**src/rtl/dfr_axil_pkg.sv**
```systemverilog
`default_nettype none
//============================================================================
// Module : dfr_axil_pkg
// Brief  : Shared types and constants for the DFR AXI4-Lite command master.
// Rev    : 1.0 - initial release
//============================================================================
package dfr_axil_pkg;

    typedef enum logic [2:0] {
        ST_IDLE    = 3'd0,
        ST_W_FETCH = 3'd1,
        ST_W_ISSUE = 3'd2,
        ST_W_RESP  = 3'd3,
        ST_R_ISSUE = 3'd4,
        ST_R_DATA  = 3'd5,
        ST_R_OUT   = 3'd6,
        ST_DONE    = 3'd7
    } state_t;

    localparam logic [1:0] RESP_OKAY   = 2'b00;
    localparam logic [1:0] RESP_EXOKAY = 2'b01;
    localparam logic [1:0] RESP_SLVERR = 2'b10;
    localparam logic [1:0] RESP_DECERR = 2'b11;

    localparam logic [3:0] WSTRB_ALL = 4'hF;

    // EXOKAY has no meaning on AXI-Lite, so anything but OKAY is a failed beat.
    function automatic logic resp_is_error(input logic [1:0] resp);
        logic r;
        case (resp)
            RESP_OKAY:                             r = 1'b0;
            RESP_EXOKAY, RESP_SLVERR, RESP_DECERR: r = 1'b1;
            default:                               r = 1'b1;
        endcase
        return r;
    endfunction

endpackage
`default_nettype wire

```
**src/rtl/dfr_axil_master_if.sv**
```systemverilog
`default_nettype none
//============================================================================
// Module : dfr_axil_master_if
// Brief  : Command/stream side plus AXI4-Lite bus of the DFR command master.
// Rev    : 1.0 - initial release
//============================================================================
interface dfr_axil_master_if #(
    parameter int ADDR_WIDTH = 30,
    parameter int DATA_WIDTH = 32
);
    logic                    cmd_valid;
    logic                    cmd_ready;
    logic                    cmd_write;
    logic [ADDR_WIDTH-1:0]   cmd_addr;
    logic [7:0]              cmd_len;
    logic [DATA_WIDTH-1:0]   wr_data;
    logic                    wr_valid;
    logic                    wr_ready;
    logic [DATA_WIDTH-1:0]   rd_data;
    logic                    rd_valid;
    logic                    rd_ready;
    logic                    busy;
    logic                    done;
    logic                    err;
    logic [1:0]              err_resp;
    logic [7:0]              err_beat;

    logic [ADDR_WIDTH-1:0]   M_AXI_AWADDR;
    logic                    M_AXI_AWVALID;
    logic                    M_AXI_AWREADY;
    logic [DATA_WIDTH-1:0]   M_AXI_WDATA;
    logic [DATA_WIDTH/8-1:0] M_AXI_WSTRB;
    logic                    M_AXI_WVALID;
    logic                    M_AXI_WREADY;
    logic [1:0]              M_AXI_BRESP;
    logic                    M_AXI_BVALID;
    logic                    M_AXI_BREADY;
    logic [ADDR_WIDTH-1:0]   M_AXI_ARADDR;
    logic                    M_AXI_ARVALID;
    logic                    M_AXI_ARREADY;
    logic [DATA_WIDTH-1:0]   M_AXI_RDATA;
    logic [1:0]              M_AXI_RRESP;
    logic                    M_AXI_RVALID;
    logic                    M_AXI_RREADY;

    modport master (
        input  cmd_valid, cmd_write, cmd_addr, cmd_len, wr_data, wr_valid, rd_ready,
        output cmd_ready, wr_ready, rd_data, rd_valid, busy, done, err, err_resp, err_beat,
        output M_AXI_AWADDR, M_AXI_AWVALID, M_AXI_WDATA, M_AXI_WSTRB, M_AXI_WVALID,
        output M_AXI_BREADY, M_AXI_ARADDR, M_AXI_ARVALID, M_AXI_RREADY,
        input  M_AXI_AWREADY, M_AXI_WREADY, M_AXI_BRESP, M_AXI_BVALID,
        input  M_AXI_ARREADY, M_AXI_RDATA, M_AXI_RRESP, M_AXI_RVALID
    );

    modport slave (
        output cmd_valid, cmd_write, cmd_addr, cmd_len, wr_data, wr_valid, rd_ready,
        input  cmd_ready, wr_ready, rd_data, rd_valid, busy, done, err, err_resp, err_beat,
        input  M_AXI_AWADDR, M_AXI_AWVALID, M_AXI_WDATA, M_AXI_WSTRB, M_AXI_WVALID,
        input  M_AXI_BREADY, M_AXI_ARADDR, M_AXI_ARVALID, M_AXI_RREADY,
        output M_AXI_AWREADY, M_AXI_WREADY, M_AXI_BRESP, M_AXI_BVALID,
        output M_AXI_ARREADY, M_AXI_RDATA, M_AXI_RRESP, M_AXI_RVALID
    );

endinterface
`default_nettype wire

```
**src/rtl/counter.sv**
```systemverilog
`default_nettype none
//============================================================================
// Module : counter
// Brief  : Free-running up counter with synchronous clear and enable.
// Rev    : 1.0 - initial release
//============================================================================
module counter #(
    parameter int WIDTH = 8
) (
    input  wire logic             clk,
    input  wire logic             rst,
    input  wire logic             en,
    output logic [WIDTH-1:0]      count
);

    always_ff @(posedge clk) begin
        if (rst) begin
            count <= '0;
        end else if (en) begin
            count <= count + 1'b1;
        end
    end

endmodule
`default_nettype wire

```
**src/rtl/dfr_axil_master.sv**
```systemverilog
`default_nettype none
//============================================================================
// Module : dfr_axil_master
// Brief  : AXI4-Lite master issuing runs of single-beat transfers from a command port.
// Rev    : 1.0 - initial release
//============================================================================
import dfr_axil_pkg::*;

module dfr_axil_master #(
    parameter int C_M_AXI_ADDR_WIDTH = 30,
    parameter int C_M_AXI_DATA_WIDTH = 32,
    parameter int ADDR_STRIDE        = 4
) (
    input  wire logic           M_AXI_ACLK,
    input  wire logic           rst,
    dfr_axil_master_if.master   bus
);

    state_t                          r_state;
    state_t                          w_next_state;
    logic [7:0]                      w_beat;
    logic [C_M_AXI_ADDR_WIDTH-1:0]   r_addr;
    logic [7:0]                      r_len;
    logic [C_M_AXI_DATA_WIDTH-1:0]   r_wdata;
    logic [C_M_AXI_DATA_WIDTH-1:0]   r_rd_data;
    logic                            r_aw_done;
    logic                            r_w_done;
    logic                            r_out_of_reset;
    logic                            r_err;
    logic [1:0]                      r_err_resp;
    logic [7:0]                      r_err_beat;

    logic       w_accept, w_wr_take, w_awvalid, w_wvalid, w_aw_hs, w_w_hs;
    logic       w_b_hs, w_r_hs, w_rd_take, w_advance, w_last, w_resp_valid;
    logic [1:0] w_resp;

    assign w_accept     = bus.cmd_valid & bus.cmd_ready;
    assign w_wr_take    = (r_state == ST_W_FETCH) & bus.wr_valid;
    assign w_awvalid    = (r_state == ST_W_ISSUE) & ~r_aw_done;
    assign w_wvalid     = (r_state == ST_W_ISSUE) & ~r_w_done;
    assign w_aw_hs      = w_awvalid & bus.M_AXI_AWREADY;
    assign w_w_hs       = w_wvalid & bus.M_AXI_WREADY;
    assign w_b_hs       = (r_state == ST_W_RESP) & bus.M_AXI_BVALID;
    assign w_r_hs       = (r_state == ST_R_DATA) & bus.M_AXI_RVALID;
    assign w_rd_take    = (r_state == ST_R_OUT) & bus.rd_ready;
    assign w_advance    = w_b_hs | w_rd_take;
    assign w_last       = (w_beat == r_len);
    assign w_resp_valid = w_b_hs | w_r_hs;
    assign w_resp       = w_b_hs ? bus.M_AXI_BRESP : bus.M_AXI_RRESP;

    // Beat index is cleared on every accepted command, so it always starts at 0.
    counter #(.WIDTH(8)) u_beat (
        .clk   (M_AXI_ACLK),
        .rst   (rst | w_accept),
        .en    (w_advance),
        .count (w_beat)
    );

    always_ff @(posedge M_AXI_ACLK or posedge rst) begin
        if (rst) begin
            r_state <= ST_IDLE;
        end else begin
            r_state <= w_next_state;
        end
    end

    always_comb begin
        w_next_state = r_state;
        case (r_state)
            ST_IDLE:    if (w_accept) w_next_state = bus.cmd_write ? ST_W_FETCH : ST_R_ISSUE;
            ST_W_FETCH: if (bus.wr_valid) w_next_state = ST_W_ISSUE;
            ST_W_ISSUE: if ((r_aw_done | w_aw_hs) & (r_w_done | w_w_hs)) w_next_state = ST_W_RESP;
            ST_W_RESP:  if (w_b_hs) w_next_state = w_last ? ST_DONE : ST_W_FETCH;
            ST_R_ISSUE: if (bus.M_AXI_ARREADY) w_next_state = ST_R_DATA;
            ST_R_DATA:  if (bus.M_AXI_RVALID) w_next_state = ST_R_OUT;
            ST_R_OUT:   if (bus.rd_ready) w_next_state = w_last ? ST_DONE : ST_R_ISSUE;
            ST_DONE:    w_next_state = ST_IDLE;
            default:    w_next_state = ST_IDLE;
        endcase
    end

    always_ff @(posedge M_AXI_ACLK or posedge rst) begin
        if (rst) begin
            r_addr         <= '0;
            r_len          <= '0;
            r_wdata        <= '0;
            r_rd_data      <= '0;
            r_aw_done      <= 1'b0;
            r_w_done       <= 1'b0;
            r_out_of_reset <= 1'b0;
            r_err          <= 1'b0;
            r_err_resp     <= '0;
            r_err_beat     <= '0;
        end else begin
            r_out_of_reset <= 1'b1;
            if (w_accept) begin
                r_addr     <= bus.cmd_addr;
                r_len      <= bus.cmd_len;
                r_err      <= 1'b0;
                r_err_resp <= '0;
                r_err_beat <= '0;
            end
            if (w_wr_take) begin
                r_wdata   <= bus.wr_data;
                r_aw_done <= 1'b0;
                r_w_done  <= 1'b0;
            end
            if (w_aw_hs) r_aw_done <= 1'b1;
            if (w_w_hs)  r_w_done  <= 1'b1;
            if (w_r_hs)  r_rd_data <= bus.M_AXI_RDATA;
            // Only the first failing beat of a run is recorded.
            if (w_resp_valid && resp_is_error(w_resp) && !r_err) begin
                r_err      <= 1'b1;
                r_err_resp <= w_resp;
                r_err_beat <= w_beat;
            end
            if (w_advance && !w_last) begin
                r_addr <= r_addr + C_M_AXI_ADDR_WIDTH'(ADDR_STRIDE);
            end
        end
    end

    assign bus.cmd_ready     = r_out_of_reset & (r_state == ST_IDLE);
    assign bus.wr_ready      = (r_state == ST_W_FETCH);
    assign bus.rd_data       = r_rd_data;
    assign bus.rd_valid      = (r_state == ST_R_OUT);
    assign bus.busy          = (r_state != ST_IDLE);
    assign bus.done          = (r_state == ST_DONE);
    assign bus.err           = r_err;
    assign bus.err_resp      = r_err_resp;
    assign bus.err_beat      = r_err_beat;

    assign bus.M_AXI_AWADDR  = r_addr;
    assign bus.M_AXI_AWVALID = w_awvalid;
    assign bus.M_AXI_WDATA   = r_wdata;
    assign bus.M_AXI_WSTRB   = WSTRB_ALL;
    assign bus.M_AXI_WVALID  = w_wvalid;
    assign bus.M_AXI_BREADY  = (r_state == ST_W_RESP);
    assign bus.M_AXI_ARADDR  = r_addr;
    assign bus.M_AXI_ARVALID = (r_state == ST_R_ISSUE);
    assign bus.M_AXI_RREADY  = (r_state == ST_R_DATA);

endmodule
`default_nettype wire

```
**src/flat_wrapper.sv**
```systemverilog
// flat-port wrapper written by rule: the top's interface ports become plain ports
module dfr_axil_master_flat import dfr_axil_pkg::*;
#(
    parameter int C_M_AXI_ADDR_WIDTH = 30,
    parameter int C_M_AXI_DATA_WIDTH = 32,
    parameter int ADDR_STRIDE        = 4
)
  (M_AXI_ACLK, rst, bus_cmd_valid, bus_cmd_write, bus_cmd_addr, bus_cmd_len, bus_wr_data, bus_wr_valid, bus_rd_ready, bus_cmd_ready, bus_wr_ready, bus_rd_data, bus_rd_valid, bus_busy, bus_done, bus_err, bus_err_resp, bus_err_beat, bus_M_AXI_AWADDR, bus_M_AXI_AWVALID, bus_M_AXI_WDATA, bus_M_AXI_WSTRB, bus_M_AXI_WVALID, bus_M_AXI_BREADY, bus_M_AXI_ARADDR, bus_M_AXI_ARVALID, bus_M_AXI_RREADY, bus_M_AXI_AWREADY, bus_M_AXI_WREADY, bus_M_AXI_BRESP, bus_M_AXI_BVALID, bus_M_AXI_ARREADY, bus_M_AXI_RDATA, bus_M_AXI_RRESP, bus_M_AXI_RVALID);
  dfr_axil_master_if #(.ADDR_WIDTH(30), .DATA_WIDTH(32)) bus_i ();
  input  wire logic M_AXI_ACLK;
  input  wire logic rst;
  input wire logic [$bits(bus_i.cmd_valid)-1:0] bus_cmd_valid;
  input wire logic [$bits(bus_i.cmd_write)-1:0] bus_cmd_write;
  input wire logic [$bits(bus_i.cmd_addr)-1:0] bus_cmd_addr;
  input wire logic [$bits(bus_i.cmd_len)-1:0] bus_cmd_len;
  input wire logic [$bits(bus_i.wr_data)-1:0] bus_wr_data;
  input wire logic [$bits(bus_i.wr_valid)-1:0] bus_wr_valid;
  input wire logic [$bits(bus_i.rd_ready)-1:0] bus_rd_ready;
  output wire logic [$bits(bus_i.cmd_ready)-1:0] bus_cmd_ready;
  output wire logic [$bits(bus_i.wr_ready)-1:0] bus_wr_ready;
  output wire logic [$bits(bus_i.rd_data)-1:0] bus_rd_data;
  output wire logic [$bits(bus_i.rd_valid)-1:0] bus_rd_valid;
  output wire logic [$bits(bus_i.busy)-1:0] bus_busy;
  output wire logic [$bits(bus_i.done)-1:0] bus_done;
  output wire logic [$bits(bus_i.err)-1:0] bus_err;
  output wire logic [$bits(bus_i.err_resp)-1:0] bus_err_resp;
  output wire logic [$bits(bus_i.err_beat)-1:0] bus_err_beat;
  output wire logic [$bits(bus_i.M_AXI_AWADDR)-1:0] bus_M_AXI_AWADDR;
  output wire logic [$bits(bus_i.M_AXI_AWVALID)-1:0] bus_M_AXI_AWVALID;
  output wire logic [$bits(bus_i.M_AXI_WDATA)-1:0] bus_M_AXI_WDATA;
  output wire logic [$bits(bus_i.M_AXI_WSTRB)-1:0] bus_M_AXI_WSTRB;
  output wire logic [$bits(bus_i.M_AXI_WVALID)-1:0] bus_M_AXI_WVALID;
  output wire logic [$bits(bus_i.M_AXI_BREADY)-1:0] bus_M_AXI_BREADY;
  output wire logic [$bits(bus_i.M_AXI_ARADDR)-1:0] bus_M_AXI_ARADDR;
  output wire logic [$bits(bus_i.M_AXI_ARVALID)-1:0] bus_M_AXI_ARVALID;
  output wire logic [$bits(bus_i.M_AXI_RREADY)-1:0] bus_M_AXI_RREADY;
  input wire logic [$bits(bus_i.M_AXI_AWREADY)-1:0] bus_M_AXI_AWREADY;
  input wire logic [$bits(bus_i.M_AXI_WREADY)-1:0] bus_M_AXI_WREADY;
  input wire logic [$bits(bus_i.M_AXI_BRESP)-1:0] bus_M_AXI_BRESP;
  input wire logic [$bits(bus_i.M_AXI_BVALID)-1:0] bus_M_AXI_BVALID;
  input wire logic [$bits(bus_i.M_AXI_ARREADY)-1:0] bus_M_AXI_ARREADY;
  input wire logic [$bits(bus_i.M_AXI_RDATA)-1:0] bus_M_AXI_RDATA;
  input wire logic [$bits(bus_i.M_AXI_RRESP)-1:0] bus_M_AXI_RRESP;
  input wire logic [$bits(bus_i.M_AXI_RVALID)-1:0] bus_M_AXI_RVALID;
  assign bus_i.cmd_valid = bus_cmd_valid;
  assign bus_i.cmd_write = bus_cmd_write;
  assign bus_i.cmd_addr = bus_cmd_addr;
  assign bus_i.cmd_len = bus_cmd_len;
  assign bus_i.wr_data = bus_wr_data;
  assign bus_i.wr_valid = bus_wr_valid;
  assign bus_i.rd_ready = bus_rd_ready;
  assign bus_cmd_ready = bus_i.cmd_ready;
  assign bus_wr_ready = bus_i.wr_ready;
  assign bus_rd_data = bus_i.rd_data;
  assign bus_rd_valid = bus_i.rd_valid;
  assign bus_busy = bus_i.busy;
  assign bus_done = bus_i.done;
  assign bus_err = bus_i.err;
  assign bus_err_resp = bus_i.err_resp;
  assign bus_err_beat = bus_i.err_beat;
  assign bus_M_AXI_AWADDR = bus_i.M_AXI_AWADDR;
  assign bus_M_AXI_AWVALID = bus_i.M_AXI_AWVALID;
  assign bus_M_AXI_WDATA = bus_i.M_AXI_WDATA;
  assign bus_M_AXI_WSTRB = bus_i.M_AXI_WSTRB;
  assign bus_M_AXI_WVALID = bus_i.M_AXI_WVALID;
  assign bus_M_AXI_BREADY = bus_i.M_AXI_BREADY;
  assign bus_M_AXI_ARADDR = bus_i.M_AXI_ARADDR;
  assign bus_M_AXI_ARVALID = bus_i.M_AXI_ARVALID;
  assign bus_M_AXI_RREADY = bus_i.M_AXI_RREADY;
  assign bus_i.M_AXI_AWREADY = bus_M_AXI_AWREADY;
  assign bus_i.M_AXI_WREADY = bus_M_AXI_WREADY;
  assign bus_i.M_AXI_BRESP = bus_M_AXI_BRESP;
  assign bus_i.M_AXI_BVALID = bus_M_AXI_BVALID;
  assign bus_i.M_AXI_ARREADY = bus_M_AXI_ARREADY;
  assign bus_i.M_AXI_RDATA = bus_M_AXI_RDATA;
  assign bus_i.M_AXI_RRESP = bus_M_AXI_RRESP;
  assign bus_i.M_AXI_RVALID = bus_M_AXI_RVALID;
  dfr_axil_master #(.C_M_AXI_ADDR_WIDTH(C_M_AXI_ADDR_WIDTH), .C_M_AXI_DATA_WIDTH(C_M_AXI_DATA_WIDTH), .ADDR_STRIDE(ADDR_STRIDE)) u_core (.M_AXI_ACLK(M_AXI_ACLK), .rst(rst), .bus(bus_i));
endmodule
```
**config.mk**
```make
export PLATFORM = sky130hd
export DESIGN_NAME = dfr_axil_master_flat
export DESIGN_NICKNAME = d
export VERILOG_FILES = /design/src/rtl/dfr_axil_pkg.sv /design/src/rtl/dfr_axil_master_if.sv /design/src/rtl/counter.sv /design/src/rtl/dfr_axil_master.sv /design/src/flat_wrapper.sv
export SDC_FILE = /design/constraint.sdc
export NUM_CORES = 1
export LEC_CHECK = 0
export ABC_AREA = 0
export BUFFER_PORTS_ARGS = -buffer_cell sky130_fd_sc_hd__buf_2
export CAP_MARGIN = 20
export CORE_MARGIN = 4
export CORE_UTILIZATION = 45
export CTS_BUF_LIST = sky130_fd_sc_hd__clkbuf_8
export DETAILED_ROUTE_END_ITERATION = 12
export PLACE_DENSITY = 0.76
export SYNTH_ARGS = -nofsm -noshare
export SYNTH_HDL_FRONTEND = slang
export SYNTH_SLANG_ARGS = --single-unit
```
**constraint.sdc**
```tcl
create_clock -name M_AXI_ACLK -period 11.1 [get_ports M_AXI_ACLK]
set_input_delay 1.11 -clock M_AXI_ACLK [delete_from_list [all_inputs] [get_ports M_AXI_ACLK]]
set_output_delay 1.11 -clock M_AXI_ACLK [all_outputs]
set_load 0.02 [all_outputs]
```
Word level (Yosys, flattened, before mapping)
Cells that the tools add are included.
W data, S select, Z words.

cells by class
  bitwise gates (word level) = 18
  muxes and demuxes = 24
  eq/ne operators = 18
  reduce and logical (&&, ||, !) cells = 14
  $add $sub $neg = 2

operator list
  operator                 count
  $mux W30                 2
  $add A30 B3 Y30 const B  1
  $mux W3                  9
  $pmux W3 S8              1
  $mux W8                  2
  $eq A3 B3 Y1 const B     4
  $and A1 B1 Y1            11
  $add A8 B1 Y8 const B    1
  $eq A8 B8 Y1             1
  $mux W2                  4
  $ne A2 B1 Y1 const B     4
  $reduce_bool A2 Y1       4
  $reduce_and A7 Y1        1
  $eq A3 B2 Y1 const B     2
  $ne A2 B2 Y1 const B     3
  $mux W1                  5
  $or A1 B1 Y1             5
  $eq A2 B2 Y1 const B     2
  $eq A3 B1 Y1 const B     1
  $logic_and A1 B1 Y1      3
  $logic_not A3 Y1         1
  $reduce_bool A3 Y1       1
  $reduce_or A3 Y1         1
  $eq A2 B1 Y1 const B     1
  other kinds (4)          6

word-level totals
  input bits = 117
  flip-flop bits (word level) = 127
  output and inout bits = 149
  logic and storage cells = 88

Logic depth before layout (Yosys ltp)
  depth after elaboration = 9
  gate-level depth with buffers = 8
  depth with buffers taken out = 6

Hierarchy
From an unflattened synthesis, not the netlist that was laid out.

second synthesis, totals
  cell total of the unflattened synthesis = 639
  area total of the unflattened synthesis = 6269.8 um2

modules (own cells, without submodules)
  module           instances  area each (um2)  seq. area each (um2)  cells an instance
  dfr_axil_master  1          5930.7           2977.9                602
  counter          1          339.1            160.2                 37

Worst setup path before layout
No wires, ideal clock.

  kind = in2reg
  from = in bus_M_AXI_BVALID
  to = reg u_core.r_addr[7] (netlist: u_core.bus.M_AXI_ARADDR[7])
  slack = 8.623 ns
  buffers on the path = 2
  data arrival time = 2.340 ns
  cell stages on the path = 7
  data required time = 10.963 ns
  library setup time = 0.137 ns
  cells stage by stage = nand4b_2 nand2_2 o21ai_1 buf_2 buf_2 o311ai_0 nand3_1

on the way
  word-level cells in the longest chain between the ends = 4
  elaborated cells between the ends (all ways) = 5
  classes of those cells = 1 x mux; 2 x bitwise; 2 x reduce/logical

ends and longest elaborated chain
  item                                                   RTL line                text
  from (decl)                                            flat_wrapper.sv:40      input wire logic [$bits(bus_i.M_AXI_BVALID)-1:0] bus_M_AXI_BVALID;
  $and A1 B1 Y1 *                                        dfr_axil_master.sv:43   assign w_b_hs = (r_state == ST_W_RESP) & bus.M_AXI_BVALID;
  $or A1 B1 Y1 *                                         dfr_axil_master.sv:46   assign w_advance = w_b_hs | w_rd_take;
  $logic_and A1 B1 Y1 *                                  dfr_axil_master.sv:117  if (w_advance && !w_last) begin
  $mux W30 / $reduce_bool A2 Y1 (equally long branches)  n/a
  to (signal assigned)                                   dfr_axil_master.sv:97   r_addr <= bus.cmd_addr;
  to (signal assigned)                                   dfr_axil_master.sv:118  r_addr <= r_addr + C_M_AXI_ADDR_WIDTH'(ADDR_STRIDE);
  to (decl)                                              dfr_axil_master.sv:22   logic [C_M_AXI_ADDR_WIDTH-1:0] r_addr;

Every way passes the cells marked *; elsewhere a longest branch is shown, timed or not.
A chain may end at the register's enable or synchronous reset.

Final worst setup path
  from = reg u_core.r_state[1]
  to = out bus_cmd_ready

on the way
  word-level cells in the longest chain between the ends = 2

ends and longest elaborated chain
  item                    RTL line                text
  from (decl)             dfr_axil_master.sv:19   state_t r_state;
  from (signal assigned)  dfr_axil_master.sv:63   r_state <= w_next_state;
  $logic_not A3 Y1        dfr_axil_master.sv:123  assign bus.cmd_ready = r_out_of_reset & (r_state == ST_IDLE);
  $and A1 B1 Y1           dfr_axil_master.sv:123
  to (decl)               flat_wrapper.sv:19      output wire logic [$bits(bus_i.cmd_ready)-1:0] bus_cmd_ready;

No other way between the ends.

==> impl_results.md <==
- Outcome: finished clean
- First drt pass iteration count: 4
- Post-synth EDFFs: 0
- CTS root buf: clkbuf_8
- CP cell instances: nor3_1, and2_1, buf_2
- CP Data Arrival Time: about 1.8 ns
- DIE WIDTH: 125 um
- VDD IR-drop max: roughly 0.00011 V
- Clk sinks: about 130
- Maximum buffer depth of the clock tree: 2
- Hold Vio Cnt, Final: 0
- Pleak: 3.82 nW
- Clock Power Share: 17.6%
- Final slew viol count: 0
- Maxcap violations: 0
- Final Net Count: 900
- Postcts setup bufs: 0
- Final worst-path setup slack: 8.24 ns
- Setup TNS Final: 0 ns
- Total CTS buffers: 17
- HPWL Detailed: between 10000 and 15000 um
- F_max: 0.350 GHz
- Synth warn: 0
- Flops & latches, synth: approximately 130
- Synth unique cells: 60
- Slowest cell on the critical path: dfrtp_1
- Most frequent cells in the layout: buf_2, dfrtp_1, nand2_1
- Hold Crit Class: reg -> reg
- Seq/Total Area, Yosys: 51.3%
- Critical path class: reg -> out
- RSZ-0062 raised after global routing: false
- Clock skew: 0.0103 ns
- First-pass GRT wire length: roughly 26000 um
- H-tree depth: 4
- Peak per-stage delay on the critical path: 0.56 ns
- Crit-path max FO: 16
- DR vias/cell: 5.18
- Chip height: 125 um
- I/O pin cnt: 266
- CTS tree: yes
- Syn Inst Count: 554
- Via count: 5027
- Power Density: 288 nW/um^2
- Die Area: ~16000 sq um
- # hold bufs at CTS: 0
- Post-cts resize count: 0
- Vias in the first global route: 4776
- Startpoint types: flip-flop
- Tightest Pin Transition: 1.07 ns
- Synth Cell Area: 6120 sq um
- Initial DRC count: 225
- Largest net degree at the start of global routing: 67
- Mean Syn Cell Area: 11.0 sq um
- Share of layout cells above drive strength 1: 47.7%
- Initial Util: 46.0%
- FF-to-FF path depth: 5
- Required time worst endpoint: approximately 10 ns
- GRT Overall Usage: 20.9%
- Max_slew headroom: 28.6%
- FILL cells: 1154
- Sw Ratio: 42.9%
- Sw power: 0.957 mW
- Leading cell type in the layout, fill and taps excluded: buf_2
- Antenna Nets Post-Route: 0
- CP top delay family: simple AND/OR/NAND/NOR gates
- Gate power share: 44.8%
- GRT Residual Overflow: 0
- Design area: 7740 sq um
- Initial antenna violation count: 2
- Post-Place Worst Slack: between 8 and 9 ns
- GP Congestion: 0.850
- Worst-skew pair later-pin latency: 0.43 ns
- Flop pwr share: about 38%
- Asr flop ratio synth: around 94%
- CTS clk-pin slew, worst paths: 0.07 ns
- Synth Flop Type: dfrtp_1
- Final setup violation count: 0
- Post-route minimum period: 2.86 ns
- Wire per inst: 16.8 um
- Power Internal: 1.27 mW
- WP buf/inv: 1
- WP depth: 3
- Area growth, synth to finish: 26.6%
- Total Routed Length: ~16000 um
- Floorplan core area: 13300 sq um
- Fin Hold WS: 0.499 ns
- Total power: 2.23 mW
- DRC viols: 0
- Row count: 42
- DP Area: ~7300 sq um
- Port Buffers: 261
- CP Capture Type: output port
- Ratio of final minimum period to clock period: roughly a quarter
- WHS Path Cells: 2
-- tightest hold or removal path: stages, from the launching register on --
cell	delay [ns]
dfrtp_1	0.36
nand2_1	0.05
nand2_1	0.06
-- Yosys cell counts (all sizes together) (5+ instances only) --
cell type | number | share of area, %
dfrtp | 119 | 49
nand2 | 80 | 5.0
mux2 | 69 | 13
buf | 48 | 5.2
nand3 | 21 | 1.7
nor3 | 18 | 1.5
inv | 16 | 0.98
mux2i | 16 | 2.6
o311ai | 15 | 2.1
xnor2 | 15 | 2.1
clkbuf | 14 | 0.86
o211ai | 11 | 1.4
or4 | 10 | 1.2
nand4 | 9 | 1.0
nor2 | 9 | 0.55
dfxtp | 8 | 2.6
and2 | 6 | 0.61
and3 | 6 | 0.61
or3 | 5 | 0.59
-- per-stage QoR --
step                utilization (%)  cells
floorplan                         -    558
global placement               55.2    938
detailed placement             55.2    938
CTS                            58.2    970
global route                   58.2    971
finish                         58.2    971
-- kinds of logic after synthesis --
| group | Yosys count | share of synthesized area, % |
|---|---|---|
| adder cells (fa/ha/maj) | 2 | 0.409 |
| XOR/XNOR | 16 | 2.29 |
| AO/OA/AOI/OAI | 61 | 8.33 |
| buffers and inverters | 78 | 7.00 |
| other | 1 | 0.0613 |
| flip-flops | 127 | 51.3 |
| multiplexers | 85 | 15.3 |
| AND/OR/NAND/NOR | 184 | 15.3 |
-- path summary, 6_finish.rpt --
check	slack [ns]	end	startpoint
worst max-delay path	8.24	bus_cmd_ready	u_core.r_state[1]
worst min-delay path	0.50	u_core.bus.M_AXI_ARADDR[1]	u_core.bus.M_AXI_ARADDR[1]
worst max register to register	8.57	u_core.r_state[1]	u_core.r_state[1]
worst min register to register	0.50	u_core.bus.M_AXI_ARADDR[1]	u_core.bus.M_AXI_ARADDR[1]
max in group asynchronous	8.96	u_core.bus.rd_data[11]	rst
min in group asynchronous	0.86	u_core.r_len[2]	rst
-- routing by layer --
| metal | part of all wire (%) | global-route usage [%] | routed length [um] | up-vias |
|---|---|---|---|---|
| li1 | - | - | - | 2414 |
| met1 | 44 | 27.6 | 7170 | 2400 |
| met2 | 48 | 33.0 | 7790 | 189 |
| met3 | 6.4 | 5.49 | 1050 | 22 |
| met4 | 1.9 | 8.12 | 315 | 2 |
| met5 | 0.11 | 0 | 18 | - |
-- state kept, by name, indices dropped and copies added (netlist names) --
register,flops
u_core.r_out_of_reset,1
u_core.bus.err_resp,2
u_core.r_aw_done,1
u_core.bus.M_AXI_ARADDR,30
u_core.bus.err_beat,8
u_core.r_w_done,1
u_core.r_state,3
u_core.bus.M_AXI_WDATA,32
u_core.u_beat.count,8
u_core.bus.rd_data,32
u_core.bus.err,1
u_core.r_len,8
-- power by group through the flow --
stage / Combinational [mW] / Clock, mW / Sequential, mW
detailed placement: 1.01 / 0 / 0.847
global route: 1.07 / 0.421 / 0.873
CTS: 1.01 / 0.404 / 0.838
floorplan: 0.525 / 0 / 1.03
finish: 0.998 / 0.392 / 0.841
global placement: 0.997 / 0 / 0.838
-- layout make-up --
cell class | count | area [sq um] | share of cell area (%)
Tap cell | 176 | 220 | 2.85
Sequential cell | 127 | 3140 | 40.5
Inverter | 16 | 62.6 | 0.808
Timing Repair Buffer | 266 | 1340 | 17.4
Clock buffer | 20 | 275 | 3.56
Clock inverter | 12 | 120 | 1.55
Multi-Input combinational cell | 353 | 2580 | 33.3
Antenna cell | 1 | 2.50 | 0.0323
No activity file was read; power rests on OpenSTA's default activity.
